## config.mk

```make
export PLATFORM = sky130hd
export DESIGN_NAME = dice_roll_ctrl_flat
export DESIGN_NICKNAME = d
export VERILOG_FILES = /design/src/rtl/dice_roll_ctrl_if.sv /design/src/rtl/dice_roll_ctrl.sv /design/src/flat_wrapper.sv
export SDC_FILE = /design/constraint.sdc
export NUM_CORES = 1
export LEC_CHECK = 0
export ABC_AREA = 1
export CAP_MARGIN = 15
export CORE_MARGIN = 10
export CORE_UTILIZATION = 48
export CTS_CLUSTER_DIAMETER = 200
export DETAILED_ROUTE_END_ITERATION = 7
export PLACE_DENSITY = 0.67
export SLEW_MARGIN = 20
export SYNTH_ARGS = -nofsm -noshare
export SYNTH_HDL_FRONTEND = slang
export SYNTH_SLANG_ARGS = --single-unit
```

## constraint.sdc

```tcl
create_clock -name clk -period 3.6 [get_ports clk]
set_clock_uncertainty 0.15 [all_clocks]
set_input_delay 0.36 -clock clk [delete_from_list [all_inputs] [get_ports clk]]
set_output_delay 0.36 -clock clk [all_outputs]
set_load 0.01 [all_outputs]
```

## src/rtl/dice_roll_ctrl_if.sv

```systemverilog
// dice_roll_ctrl_if
//   Groups the control strobes and the display/result outputs of the
//   two-die sequencer.
//   tick, start, stop : update strobe and roll control pulses (to the sequencer)
//   dice1, dice2      : die values for the dot-matrix scanner, 0 = blank
//   rolling, done     : rolling is high in ROLL/SLOW, done is high in RESULT
//   winner            : 00 none, 01 dice1 higher, 10 dice2 higher, 11 tie
//   master modport drives the strobes; slave modport is the sequencer side.
interface dice_roll_ctrl_if;
  logic       tick;
  logic       start;
  logic       stop;
  logic [3:0] dice1;
  logic [3:0] dice2;
  logic       rolling;
  logic       done;
  logic [1:0] winner;

  modport master (
    output tick, start, stop,
    input  dice1, dice2, rolling, done, winner
  );

  modport slave (
    input  tick, start, stop,
    output dice1, dice2, rolling, done, winner
  );
endinterface

```

## src/rtl/dice_roll_ctrl.sv

```systemverilog
// dice_roll_ctrl
//   Sequencer for the two-die dot-matrix display. Both dice spin while
//   rolling, decelerate for SLOW_STEPS updates after stop, then settle and
//   the winner is registered until the next roll.
//   clk : system clock
//   rst : asynchronous, active-low reset
//   bus : dice_roll_ctrl_if.slave (tick/start/stop in; dice/status out)
module dice_roll_ctrl #(
  parameter int          MAX_FACE   = 6,
  parameter int          ROLL_DIV   = 4,
  parameter int          SLOW_STEPS = 5,
  parameter logic [15:0] LFSR_SEED  = 16'hACE1
) (
  input logic              clk,
  input logic              rst,
  dice_roll_ctrl_if.slave  bus
);

  typedef enum logic [1:0] {IDLE, ROLL, SLOW, RESULT} state_t;

  localparam logic [4:0] MAX_F     = 5'(MAX_FACE);
  localparam logic [7:0] ROLL_DIV8 = 8'(ROLL_DIV);
  localparam logic [3:0] LAST_STEP = 4'(SLOW_STEPS - 1);

  state_t      state_q, state_d;
  logic [7:0]  tick_cnt_q, tick_cnt_d;
  logic [3:0]  step_q, step_d;
  logic [15:0] lfsr_q, lfsr_d;
  logic [3:0]  dice1_q, dice1_d;
  logic [3:0]  dice2_q, dice2_d;
  logic [1:0]  winner_q, winner_d;

  logic [3:0]  face1_nxt, face2_nxt;
  logic [7:0]  tick_inc;
  logic [7:0]  slow_tgt;

  // Advance a die by 1..4 pips with wrap; one subtraction is enough since
  // the step never exceeds MAX_FACE.
  function automatic logic [3:0] next_face(input logic [3:0] die,
                                           input logic [1:0] rnd);
    logic [4:0] n;
    n = {1'b0, die} + {3'b000, rnd} + 5'd1;
    if (n > MAX_F) n = n - MAX_F;
    return n[3:0];
  endfunction

  function automatic logic [1:0] judge(input logic [3:0] d1,
                                       input logic [3:0] d2);
    if (d1 > d2)      return 2'b01;
    else if (d2 > d1) return 2'b10;
    else              return 2'b11;
  endfunction

  // Right-shifting Galois form of x^16+x^14+x^13+x^11+1.
  assign lfsr_d    = {1'b0, lfsr_q[15:1]} ^ (lfsr_q[0] ? 16'hB400 : 16'h0000);
  assign face1_nxt = next_face(dice1_q, lfsr_q[1:0]);
  assign face2_nxt = next_face(dice2_q, lfsr_q[9:8]);
  assign tick_inc  = tick_cnt_q + 8'd1;
  // Deceleration: update k waits ROLL_DIV*(k+2) ticks (max 240, fits 8 bits).
  assign slow_tgt  = 8'(ROLL_DIV * (int'(step_q) + 2));

  always_comb begin
    state_d    = state_q;
    tick_cnt_d = tick_cnt_q;
    step_d     = step_q;
    dice1_d    = dice1_q;
    dice2_d    = dice2_q;
    winner_d   = winner_q;
    unique case (state_q)
      IDLE, RESULT: begin
        if (bus.start) begin
          state_d    = ROLL;
          dice1_d    = 4'd1;
          dice2_d    = 4'd1;
          tick_cnt_d = 8'd0;
          step_d     = 4'd0;
          winner_d   = 2'b00;
        end
      end
      ROLL: begin
        // stop has priority over a coinciding tick and over start
        if (bus.stop) begin
          state_d    = SLOW;
          tick_cnt_d = 8'd0;
          step_d     = 4'd0;
        end else if (bus.tick) begin
          if (tick_inc == ROLL_DIV8) begin
            dice1_d    = face1_nxt;
            dice2_d    = face2_nxt;
            tick_cnt_d = 8'd0;
          end else begin
            tick_cnt_d = tick_inc;
          end
        end
      end
      SLOW: begin
        if (bus.tick) begin
          if (tick_inc == slow_tgt) begin
            dice1_d    = face1_nxt;
            dice2_d    = face2_nxt;
            tick_cnt_d = 8'd0;
            step_d     = step_q + 4'd1;
            if (step_q == LAST_STEP) begin
              state_d  = RESULT;
              step_d   = 4'd0;
              winner_d = judge(face1_nxt, face2_nxt);
            end
          end else begin
            tick_cnt_d = tick_inc;
          end
        end
      end
      default: state_d = IDLE;
    endcase
  end

  always_ff @(posedge clk or negedge rst) begin
    if (!rst) begin
      state_q    <= IDLE;
      tick_cnt_q <= 8'd0;
      step_q     <= 4'd0;
      lfsr_q     <= LFSR_SEED;
      dice1_q    <= 4'd0;
      dice2_q    <= 4'd0;
      winner_q   <= 2'b00;
    end else begin
      state_q    <= state_d;
      tick_cnt_q <= tick_cnt_d;
      step_q     <= step_d;
      lfsr_q     <= lfsr_d;
      dice1_q    <= dice1_d;
      dice2_q    <= dice2_d;
      winner_q   <= winner_d;
    end
  end

  assign bus.dice1   = dice1_q;
  assign bus.dice2   = dice2_q;
  assign bus.rolling = (state_q == ROLL) || (state_q == SLOW);
  assign bus.done    = (state_q == RESULT);
  assign bus.winner  = winner_q;

endmodule

```

## src/flat_wrapper.sv

```systemverilog
// flat-port wrapper written by rule: the top's interface ports become plain ports
module dice_roll_ctrl_flat 
#(
  parameter int          MAX_FACE   = 6,
  parameter int          ROLL_DIV   = 4,
  parameter int          SLOW_STEPS = 5,
  parameter logic [15:0] LFSR_SEED  = 16'hACE1
)
  (clk, rst, bus_tick, bus_start, bus_stop, bus_dice1, bus_dice2, bus_rolling, bus_done, bus_winner);
  dice_roll_ctrl_if bus_i ();
  input logic clk;
  input logic rst;
  input wire logic [$bits(bus_i.tick)-1:0] bus_tick;
  input wire logic [$bits(bus_i.start)-1:0] bus_start;
  input wire logic [$bits(bus_i.stop)-1:0] bus_stop;
  output wire logic [$bits(bus_i.dice1)-1:0] bus_dice1;
  output wire logic [$bits(bus_i.dice2)-1:0] bus_dice2;
  output wire logic [$bits(bus_i.rolling)-1:0] bus_rolling;
  output wire logic [$bits(bus_i.done)-1:0] bus_done;
  output wire logic [$bits(bus_i.winner)-1:0] bus_winner;
  assign bus_i.tick = bus_tick;
  assign bus_i.start = bus_start;
  assign bus_i.stop = bus_stop;
  assign bus_dice1 = bus_i.dice1;
  assign bus_dice2 = bus_i.dice2;
  assign bus_rolling = bus_i.rolling;
  assign bus_done = bus_i.done;
  assign bus_winner = bus_i.winner;
  dice_roll_ctrl #(.MAX_FACE(MAX_FACE), .ROLL_DIV(ROLL_DIV), .SLOW_STEPS(SLOW_STEPS), .LFSR_SEED(LFSR_SEED)) u_core (.clk(clk), .rst(rst), .bus(bus_i));
endmodule
```

==> summary.md <==
| Metric | Value |
|---|---|
| DRC Markers | `0` |
| Crit-path max cell delay | `550 ps` |
| DR pass1 iterations | `5` |
| Filler cells | `498` |
| CTS H-tree lvls | `2` |
| Status | `completed` |
| # clock sinks | `40` |
| Area share of the largest cell type after synthesis | `31.2%` |
| # hold bufs at CTS | `0` |
| WL per Instance | `12.8 microns` |
| Internal power | `0.00123 W` |
| Max Fanout on Critical Path | `3` |
| Worst skew pair latency | `300 ps` |
| Final Slew Violations | `0` |
| Initial DRC Count | `99` |
| Top_reg_cell synth | `dfrtp_1` |
| Post-layout nets | `368` |
| Post-route minimum period | `3300 ps` |
| Slew margin rel. | `40.2%` |
| First-pass GRT wire length | `9270 microns` |
| RePlAce Congestion | `0.824` |
| Fin crit share | `91.8%` |
| Antenna violations before repair | `0` |
| Synth top cells by count | `nand2_1 (95), inv_1 (41), dfrtp_1 (32), nand3_1 (25), nor2_1 (22)` |
| Number of port buffers | `16` |
| Share of cells above drive strength 1 | `14.5%` |
| Max VDD drop | `0.716 mV` |
| Syn Inst Count | `321` |
| Crit path DAT | `3350 ps` |
| Synthesized Nets | `346` |
| CTS Buf Count | `5` |
| DP HPWL | `3850 microns` |
| Clock share of power | `17.4%` |
| Number of global-route vias before repair | `2049` |
| #FFs+latches synth | `40` |
| Die Width | `93.2 microns` |
| CP endpoint kind | `flop` |
| Max cap viols | `0` |
| HP Class | `in -> async` |
| Post-route ant nets | `0` |
| Ant. Diodes | `0` |
| CTS Buffer Depth | `2` |
| Grt met3 use | `4.00%` |
| GRT busiest layer | `met2` |
| Area growth from synthesis to layout | `13.4%` |
| Fmax | `303 MHz` |
| EDFF count, synth | `0` |
| Final hold vios | `0` |
| Core footprint | `5140 sq um` |
| Fraction of synthesis flops using an asynchronous set or reset pin | `100%` |
| Vias | `2094` |
| Finished Core Util | `56.7%` |
| Met2 usage | `20.7%` |
| Vias per Instance | `5.06` |
| GRT Util Overall | `13.0%` |
| Synth warn | `0` |
| Initial Utilization | `50.0%` |
| Full die area | `8680 sq um` |
| Post-Syn Area | `2570 sq um` |
| Leak Pwr | `1.49 nW` |
| CP Cell Sequence | `inv_1, ha_1, fa_1, inv_1, or2_2, nand2_1, inv_2, ha_2, o21ai_0, nand3_1, nand2_1, nand2_1, inv_1, ha_1, inv_1, nor2_1, nor2_1, o21a_1, a21oi_1, nor2_1, nand4_1, nand2_1` |
| FP Rows | `26` |
| Critical Path RT | `3650 ps` |
| Clk slew on worst S/H paths | `80 ps` |
| Final Setup Violations | `0` |
| CTS tree | `built` |
| Distinct cells, synth | `38` |
| PwrDens | `785 nW/um^2` |
| Ports | `17` |
| Flop pwr share | `25.7%` |
| Global Route met1 Usage | `16.3%` |
| Syn avg cell area | `8.01 sq um` |
| CP Class | `reg -> reg` |
| Final wirelength | `5310 microns` |
| Die height | `93.2 microns` |
| Top post-synthesis cells by area | `dfrtp_1 (31%), nand2_1 (14%), ha_1 (8.8%)` |
| CP Launch Type | `flop` |
| Largest net degree at the start of global routing | `41` |
| Part of the power in combinational logic | `57.0%` |
| Net switching power | `0.00105 W` |
| Sequential fraction of the synthesis area | `39.3%` |
| Area leader, netlist | `dfrtp_1` |
| Most common cell in the netlist | `nand2_1` |
| Sw Ratio | `46.0%` |
| Finished Cell Area | `2920 sq um` |
| Actual slew at the worst max-slew pin | `897 ps` |
| CP max-delay cell | `dfstp_2` |
| Total congestion overflow | `0` |
| Post-DP Area | `2770 sq um` |
| Clk root buf | `clkbuf_8` |
-- layer usage --
metal,up-vias,part of all wire (%)
met5,-,0
met4,0,1.1
met3,5,3.9
met2,25,47
met1,1002,48
li1,1062,-
-- placed cells by master, fill, tap and decap left out, drive strengths merged --
| cell type | n |
|---|---|
| nand3 | 31 |
| a21oi | 7 |
| dfrtp | 32 |
| ha | 18 |
| dfstp | 8 |
| nor3b | 1 |
| xnor2 | 3 |
| o21ai | 16 |
| nor2 | 25 |
| clkinv | 3 |
| o21bai | 1 |
| o22ai | 1 |
| bufinv | 1 |
| xor2 | 5 |
| fa | 2 |
| a211oi | 1 |
| nand3b | 1 |
| nand2 | 101 |
| inv | 46 |
| nand4 | 10 |
| buf | 4 |
| or2 | 2 |
| clkbuf | 6 |
| nor3 | 2 |
| clkdlybuf4s50 | 15 |
| o21a | 1 |
| and2 | 1 |
-- registers in the layout, indices dropped and copies added, names as in the netlist --
register	count
u_core.bus.dice1	4
u_core.lfsr_q	16
u_core.step_q	4
u_core.state_q	2
u_core.tick_cnt_q	8
u_core.bus.dice2	4
u_core.bus.winner	2
-- area by class of cell --
cell class	instances	area (sq um)	area share, %
Sequential cell	40	1010	34.7
Clock inverter	2	38.8	1.33
Inverter	48	181	6.22
Tap cell	70	87.6	3.00
Timing Repair Buffer	19	178	6.09
Multi-Input combinational cell	229	1340	45.8
Clock buffer	6	82.6	2.83
-- kinds of logic after synthesis --
family | after synthesis | share of synthesized area [%]
buffers and inverters | 52 | 8.91
adders and majority gates | 20 | 10.3
xor gates and xnor gates | 8 | 2.73
DFF | 40 | 39.3
AOI/OAI and AO/OA | 27 | 6.33
and+or+nand+nor | 174 | 32.4
-- critical path: cells and delay by family (launching register included) --
| kind | cells | cell delay, ps |
|---|---|---|
| flops | 1 | 550 |
| simple gates | 10 | 780 |
| buf+inv | 5 | 290 |
| fa+ha+maj | 4 | 1040 |
| compound gates | 3 | 390 |
-- per-stage QoR --
step / power (W) / worst slack (ps) / setup TNS (ps) / std cells / hold slack, ps
global route: 0.00254 / -28.4 / -28.4 / 414 / 103
CTS: 0.00230 / 197 / 0 / 411 / 65.8
global placement: 0.00188 / 331 / 0 / 403 / 185
floorplan: 0.00157 / 458 / 0 / 321 / -85.6
finish: 0.00229 / 296 / 0 / 414 / 31.4
detailed placement: 0.00189 / 209 / 0 / 403 / 186
-- repair_timing --
item | CTS | global route
endpoints found under the setup margin | 0 | 2
resized for setup | 0 | 4
buffers inserted | 0 | 3
-- power by group through the flow --
stage	clock (W)	combinational (W)	sequential, W
after floorplan	0	0.000972	0.000599
after global placement	0	0.00128	0.000597
after detailed placement	0	0.00130	0.000596
after CTS	0.000403	0.00131	0.000588
after global routing	0.000423	0.00152	0.000599
final	0.000397	0.00130	0.000587
-- path summary, 6_finish.rpt --
path | start | to | slack [ps] | cells past startpoint
min | rst | u_core.step_q[1] | 30 | 1
max | u_core.lfsr_q[0] | u_core.bus.winner[1] | 300 | 22
max in group asynchronous | rst | u_core.lfsr_q[2] | 2710 | 1
min reg2reg | u_core.lfsr_q[4] | u_core.lfsr_q[3] | 200 | 0
max reg2reg | u_core.lfsr_q[0] | u_core.bus.winner[1] | 300 | 22
min in group clk | u_core.lfsr_q[4] | u_core.lfsr_q[3] | 200 | 0
Power figures use the tool's default switching activity.
